--- src/rtl/rate_div_counter_gen_pkg.sv ---
// rate_div_counter_gen_pkg: speed encodings and default divider settings for rate_div_counter_gen
package rate_div_counter_gen_pkg;
  localparam logic [1:0] SPD_0 = 2'b00;
  localparam logic [1:0] SPD_1 = 2'b01;
  localparam logic [1:0] SPD_2 = 2'b10;
  localparam logic [1:0] SPD_3 = 2'b11;
  localparam int DIV_W_DEF = 11;
  localparam int DIV0_DEF = 0;
  localparam int DIV1_DEF = 499;
  localparam int DIV2_DEF = 999;
  localparam int DIV3_DEF = 1999;
endpackage

--- src/rtl/rate_divider_gen.sv ---
// rate_divider_gen: speed-selected down-counting divider producing a one-cycle tick_en
module rate_divider_gen
  import rate_div_counter_gen_pkg::*;
#(
  parameter int DIV_W = DIV_W_DEF,
  parameter int DIV0 = DIV0_DEF,
  parameter int DIV1 = DIV1_DEF,
  parameter int DIV2 = DIV2_DEF,
  parameter int DIV3 = DIV3_DEF
) (
  input  logic       ClockIn,
  input  logic       Clear_b,
  input  logic       Enable,
  input  logic       Load,
  input  logic [1:0] Speed,
  output logic       tick_en
);
  logic [DIV_W-1:0] div, reload;
  logic [1:0] speed_q;
  if (DIV0 < 0 || DIV1 < 0 || DIV2 < 0 || DIV3 < 0 ||
      DIV0 >= 2**DIV_W || DIV1 >= 2**DIV_W || DIV2 >= 2**DIV_W || DIV3 >= 2**DIV_W) begin : g_bad_div
    $error("rate_divider_gen: reload value does not fit in DIV_W bits");
  end
  always_comb begin
    case (Speed)
      SPD_0:   reload = DIV_W'(DIV0);
      SPD_1:   reload = DIV_W'(DIV1);
      SPD_2:   reload = DIV_W'(DIV2);
      SPD_3:   reload = DIV_W'(DIV3);
      default: reload = DIV_W'(DIV3);
    endcase
  end
  // a speed change restarts the period without stepping the counter
  assign tick_en = Clear_b && !Load && Enable && Speed == speed_q && div == '0;
  always_ff @(posedge ClockIn) begin
    speed_q <= Speed;
    if (!Clear_b) div <= '0;
    else if (Load || (Enable && (Speed != speed_q || div == '0))) div <= reload;
    else if (Enable) div <= div - DIV_W'(1);
  end
endmodule

--- src/rtl/rate_div_counter_gen.sv ---
// rate_div_counter_gen: rate-divided up/down counter with load, run/pause, Tick and Wrap pulses
// CNT_SAT_EN: when defined the counter saturates at its ends instead of wrapping
module rate_div_counter_gen
  import rate_div_counter_gen_pkg::*;
#(
  parameter int CNT_W = 4,
  parameter int DIV_W = DIV_W_DEF,
  parameter int DIV0 = DIV0_DEF,
  parameter int DIV1 = DIV1_DEF,
  parameter int DIV2 = DIV2_DEF,
  parameter int DIV3 = DIV3_DEF
) (
  input  logic             ClockIn,
  input  logic             Clear_b,
  input  logic             Enable,
  input  logic [1:0]       Speed,
  input  logic             Up,
  input  logic             Load,
  input  logic [CNT_W-1:0] LoadValue,
  output logic [CNT_W-1:0] CounterValue,
  output logic             Tick,
  output logic             Wrap
);
`ifdef CNT_SAT_EN
  localparam bit SAT = 1'b1;
`else
  localparam bit SAT = 1'b0;
`endif
  logic tick_en, at_end;
  rate_divider_gen #(
    .DIV_W(DIV_W), .DIV0(DIV0), .DIV1(DIV1), .DIV2(DIV2), .DIV3(DIV3)
  ) u_div (
    .ClockIn(ClockIn),
    .Clear_b(Clear_b),
    .Enable(Enable),
    .Load(Load),
    .Speed(Speed),
    .tick_en(tick_en)
  );
  assign at_end = Up ? &CounterValue : ~|CounterValue;
  always_ff @(posedge ClockIn) begin
    if (!Clear_b) begin
      CounterValue <= '0;
      Tick <= 1'b0;
      Wrap <= 1'b0;
    end else if (Load) begin
      CounterValue <= LoadValue;
      Tick <= 1'b0;
      Wrap <= 1'b0;
    end else begin
      Tick <= tick_en;
      Wrap <= tick_en && at_end;
      if (tick_en && !(SAT && at_end))
        CounterValue <= Up ? CounterValue + CNT_W'(1) : CounterValue - CNT_W'(1);
    end
  end
endmodule

--- config.mk ---
export PLATFORM = sky130hd
export DESIGN_NAME = rate_div_counter_gen
export DESIGN_NICKNAME = d
export VERILOG_FILES = /design/src/rtl/rate_div_counter_gen_pkg.sv /design/src/rtl/rate_divider_gen.sv /design/src/rtl/rate_div_counter_gen.sv
export SDC_FILE = /design/constraint.sdc
export NUM_CORES = 1
export LEC_CHECK = 0
export CORE_ASPECT_RATIO = 0.9
export CORE_UTILIZATION = 55
export DETAILED_ROUTE_END_ITERATION = 8
export PLACE_DENSITY = 0.91
export SYNTH_ARGS = -nofsm -noshare
export SYNTH_HDL_FRONTEND = slang
export SYNTH_SLANG_ARGS = --single-unit
--- constraint.sdc ---
create_clock -name ClockIn -period 3.6 [get_ports ClockIn]
set_clock_uncertainty 0.05 [all_clocks]
set_input_delay 1.08 -clock ClockIn [delete_from_list [all_inputs] [get_ports ClockIn]]
set_output_delay 1.08 -clock ClockIn [all_outputs]
set_load 0.03 [all_outputs]
Word level (Yosys, flattened, before mapping)
Cells that the tools add are included.
Widths: inputs -> output; s select.
{ "op_classes": {"muxes": 7, "n_eq_ne": 5, "n_div": 0, "shift": 0, "bitwise": 1, "n_mul": 0, "n_lt_le_gt_ge": 0, "n_addsub": 3, "n_reduce_logical": 17} }
{ "op_table": {"columns": ["cell", "count"], "rows": [
  ["$pmux 11 s4", 1],
  ["$mux 11", 2],
  ["$mux 4", 3],
  ["$logic_not 11->1", 1],
  ["$sub 11x1->11 const B", 1],
  ["$logic_and 1x1->1", 6],
  ["$add 4x1->4 const B", 1],
  ["$eq 2x2->1 const B", 2],
  ["$reduce_and 4->1", 1],
  ["$reduce_bool 2->1", 2],
  ["$reduce_or 4->1", 1],
  ["$sub 4x1->4 const B", 1],
  ["$eq 2x1->1 const B", 1],
  ["$eq 2x2->1", 1],
  ["$logic_not 1->1", 2],
  ["$logic_not 2->1", 1],
  ["$logic_or 1x1->1", 2],
  ["$ne 2x2->1", 1],
  ["$reduce_or 2->1", 1],
  ["$mux 1", 1],
  ["$not 1->1", 1]
]} }
{ "totals": {"ramBits": 0, "in_bits": 11, "output_inout_bits": 6, "elab_cells": 38, "mem_count": 0, "regBits": 19, "latch_bits": 0, "mem_bits_ro": 0} }

Logic depth before layout (Yosys ltp)
{ "depth": {"depth_word": 7, "ltp_mapped": 8, "ltp_nobuf": 7} }

Cells and area by module
A second synthesis with hierarchy kept.
{ "hier_totals": {"hier_cells": 137, "area_unflattened_um2": 1171.1} }
{ "modules_own_cells": {"columns": ["mod", "area_each_um2", "instances", "cells_per_inst", "seq_area_each_um2"], "rows": [
  ["rate_divider_gen", 818.3, 1, 96, 260.2],
  ["rate_div_counter_gen", 352.8, 1, 41, 120.1]
]} }

Worst setup path before layout
OpenSTA, ideal clock, no wires.
{ "synth_path": {"path_type": "in2reg", "from": "in Speed[1]", "to": "reg u_div.div[7]", "setup_time_ns": 0.120, "path_buffers": 0, "arrival_time_ns": 2.481, "setup_slack_ns": 0.949, "t_required_ns": 3.430, "path_stages": 5, "path_cell_list": "xor2_1 or3_2 o21ai_1 nor2_1 o31a_1"} }
{ "synth_between": {"elab_chain_len": 5, "elab_cells_between_ends": 11, "classes_between": "eq/ne: 4; mux: 2; reduce/logical: 5"} }
{ "synth_lines": {"columns": ["item", "line", "source"], "rows": [
  ["start, declared", "rate_div_counter_gen.sv:16", "input logic [1:0] Speed,"],
  ["parallel branches: the longest is 5 deep, another holds $pmux 11 s4", null, null],
  ["end signal, assigned", "rate_divider_gen.sv:38", "else if (Load || (Enable && (Speed != speed_q || div == '0))) div <= reload;"],
  ["end signal, assigned", "rate_divider_gen.sv:39", "else if (Enable) div <= div - DIV_W'(1);"],
  ["end, declared", "rate_divider_gen.sv:18", "logic [DIV_W-1:0] div, reload;"]
]} }
Several ways; the timed one is not identified.
A chain may end at the register's enable or synchronous reset.

Worst setup path after layout
{ "layout_path": {"from": "in Speed[1]", "to": "reg CounterValue[3]"} }
{ "layout_between": {"elab_chain_len": 4} }
{ "layout_lines": {"columns": ["item", "line", "source"], "rows": [
  ["$eq 2x2->1", "rate_divider_gen.sv:34", "assign tick_en = Clear_b && !Load && Enable && Speed == speed_q && div == '0;"],
  ["$logic_and 1x1->1 (2 in series)", "rate_divider_gen.sv:34", null],
  ["$reduce_bool 2->1 (no line)", null, null],
  ["end signal, assigned", "rate_div_counter_gen.sv:47", "CounterValue <= LoadValue;"],
  ["end signal, assigned", "rate_div_counter_gen.sv:54", "CounterValue <= Up ? CounterValue + CNT_W'(1) : CounterValue - CNT_W'(1);"],
  ["end, declared", "rate_div_counter_gen.sv:20", "output logic [CNT_W-1:0] CounterValue,"]
]} }
Every way passes these cells.

==> summary by stage <==
Floorplanning
17 I/O pins were placed. After floorplanning, the core was divided into 15 placement rows. The full die area is 0.002294 mm^2.

The floorplan die width is 50.38 um. The die height is 45.54 um. The core region is 0.001952 mm^2.

The initial utilization of the core area, before any placement, comes to 59.36%.

Clock tree
The number of sinks driven by the clock tree is 19. The maximum clock path buffer count is 2. In this run the number of H-tree levels came out at 1. Clock-pin slew was measured on the worst setup and hold paths at 0.10 ns. The number of hold buffers added after cts is 0. After clock tree synthesis, the repair step resized 0 gates. The insertion delay to the later sink of the worst-skew pair is 0.30 ns.

The root buffer cell is clkbuf_4. After clock tree synthesis, the setup repair step added 0 buffers. Clock tree synthesis inserted a total of 3 buffers. TritonCTS built the clock tree.

Timing
Setup repair after global routing left no endpoint under its margin. The final count of hold timing violations is 0. Setup violations remaining at the end of the flow were counted as 0.

The final-layout setup total negative slack is 0 ns. The final number of max-transition violations is 0. The highest attainable clock frequency is 339.1 MHz. The minimum period implied by the final worst setup slack is 2.949 ns. The relative slew slack is 61.91%. The slew at the pin closest to its max-slew limit is 0.5662 ns. In the finished design, the share of the clock period the worst path needs comes to 81.92%.

Placement
The cell total after placement is 174. At the end of routability-driven placement, the weighted congestion stood at 0.9063. The port buffer count is 16.

Detailed placement ended at an HPWL of 2.031 mm.

Global routing
The number of global-route vias before repair was 971. The first global-routing pass estimated 4.623 mm of wire. The initial antenna violation count is 0.

The global-route congestion overflow total is 0. Entering global routing, the biggest net connects 20 pins. Across every metal layer, demand over resource in global routing totals 27.40%.

Critical path
The setup slack on the worst flop-to-flop path is 0.96 ns. The capturing element of the worst setup path is CounterValue[3]$_SDFFE_PN0P_. The critical path is of the in -> reg type. STA classifies the critical path startpoint as an input pin. The reg-to-reg critical path endpoint is CounterValue[3]$_SDFFE_PN0P_. STA classifies the critical path endpoint as a flip-flop. The required time at the worst-slack endpoint is 3.79 ns. Of all nets on the critical path, the largest fanout is 6. In this run the critical register-to-register path is launched from u_div.div[0]$_SDFFE_PN0P_. At the worst endpoint, the arrival time is 3.14 ns.

Counting cells, the worst reg-to-reg path comes to 7. The start point of the critical path is Speed[1].

Routing
In this run, the number of DRC markers left after iteration 0 of detailed routing was 48. Dividing the detail-routed wire length by the instance count gives 15.24 um. For this block, the routed nets add up to 2.713 mm of wire. The count of nets left with antenna violations once routing finished came out at 0.

The average via count per standard cell is 5.955. After detailed routing, the number of remaining DRC violations is 0. The detailed-router iteration count before antenna repair is 4. The routed layout has 1060 vias.

Run status
The flow ran to the end, and the final reports show no timing, DRC or antenna violations.

Min path
The type of the most critical hold path is reg -> reg. The worst hold path begins at CounterValue[3]$_SDFFE_PN0P_.

Layout
Leaving out filler cells and counting taps, the final layout contains 178. The filler cell count is 158. The number of antenna diodes in the final layout is 0. Compared with the post-synthesis result, the final layout area differs by 17.50%.

The fraction of the core area covered by cells at the end of the flow is 69.74%. The share of layout cells above drive strength 1 is 7.843%. Leaving out fill and tap cells, the most frequent cells in the layout are dfxtp_1 (19), clkdlybuf4s50_1 (16), o21ai_0 (11). The leading cell type in the layout, fill and taps excluded is dfxtp_1. The net count of the finished layout is 173.

Pwr
The largest vdd supply drop is 320.2 uV. The switching component of the power is 154.5 uW. Power comes to 481.6 uW. The total leakage power is 0.0005675 uW. Cell internal power was estimated by the tool at 327.1 uW.

Per report_power, the sequential group accounts for 50.2% of the total. The part of the total power dissipated in combinational logic is 26.9%. In this run the power density over the cells is 353.8 mW/mm^2. The net switching share of the total power is 32.08%. Of the total power, the clock network draws 22.9%.

Yosys
In the synthesized netlist the async set-or-reset flop fraction comes to 0%. The number of warning messages in the yosys log is 0. Yosys attributes the largest share of cell area to dfxtp_1 (33%), ha_1 (7.6%), o21ai_0 (4.8%), a21oi_1 (3.5%), xnor2_1 (3.0%).

The most used flip-flop cell after synthesis is dfxtp_1. The share of the Yosys chip area taken by registers is 32.83%. The register bit count reported by yosys is 19. The top cell type by area accounts for 32.83% of the synthesized area. The number of distinct library cells after synthesis is 44. The synthesized cell area is 0.001159 mm^2.

The number of cells produced by synthesis is 136. dfxtp_1 takes more of the synthesized area than any other cell. Counting every net in the synthesized netlist gives 155. The synthesized design contains 0 enable-type register cells. Each instance of the synthesized netlist takes up on average 8.519 um^2.

Flow run
The number of maximum-capacitance constraint violations is 0.
[sequential cells by signal (all words and copies together) (netlist names)]
signal / cells
CounterValue: 4
Tick: 1
u_div.speed_q: 2
Wrap: 1
u_div.div: 11
[logic make-up after synthesis]
group	share of synthesized area [%]
and+or+nand+nor	21.60
AOI/OAI and AO/OA	21.38
DFF	32.83
buffers and inverters	6.155
muxes	2.700
xor gates and xnor gates	6.047
adders and majority gates	9.287
[worst min-delay path by stage]
stage	slack, ns	end	depth (start not counted)
5_1_grt	0.50	CounterValue[3]$_SDFFE_PN0P_	2
4_1_cts	0.46	CounterValue[3]$_SDFFE_PN0P_	2
6_report	0.47	CounterValue[3]$_SDFFE_PN0P_	2
3_5_place_dp	0.45	CounterValue[3]$_SDFFE_PN0P_	2
2_1_floorplan	0.42	u_div.div[4]$_SDFFE_PN0P_	1
3_3_place_gp	0.44	CounterValue[3]$_SDFFE_PN0P_	2
[synthesized netlist by cell type (all sizes together), types with 2 or more instances]
master and instances:
or4 2, ha 7, a21oi 8, nand2 8, inv 9, mux2i 2, o21a 2, nand3 2
and2 2, clkbuf 4, xnor2 4, a21boi 3, xor2 4, nor3 4, buf 2, o22ai 2
dfxtp 19, or3 4, o21ai 13, nor4 5, o31a 2, nor2 9, and3 3
[final cells by class]
class	count	area, um^2	area share (%)
clock buffer	4	26.28	1.930
inverter	9	33.78	2.482
multi-input combinational	102	706.9	51.93
sequential	19	380.4	27.94
tap	25	31.28	2.298
timing repair buffer	19	182.7	13.42
[per-layer routing]
metal  up-vias  GRT usage, %  share of wire, %
met1       475         37.35                46
li1        525             -                 -
met2        54         44.00                45
met5         -             0                 0
met3         6         4.333               6.9
met4         0         10.56               1.9
[metrics by stage]
stage / hold WS, ns / cell area (um^2) / setup slack, ns
floorplan: 0.4240 / 1159 / 0.9489
global placement: 0.4379 / 1335 / 0.4349
detailed placement: 0.4488 / 1335 / 0.3406
CTS: 0.4635 / 1361 / 0.6535
global route: 0.5034 / 1361 / 0.5696
finish: 0.4690 / 1361 / 0.6508
[power groups by stage]
stage               clock network [uW]  logic [uW]  registers (uW)
floorplan                            0        89.3             247
global placement                     0         122             245
detailed placement                   0         126             246
CTS                                110         128             241
global route                       122         143             244
finish                             110         130             242
[worst max-delay path, stage by stage]
cell and delay (ns):
clkdlybuf4s50_1 0.49, xor2_1 0.19, or3_2 0.55, nor3_4 0.34, mux2_1 0.36, o21ai_1 0.14
(Power assumes the default switching activity.)
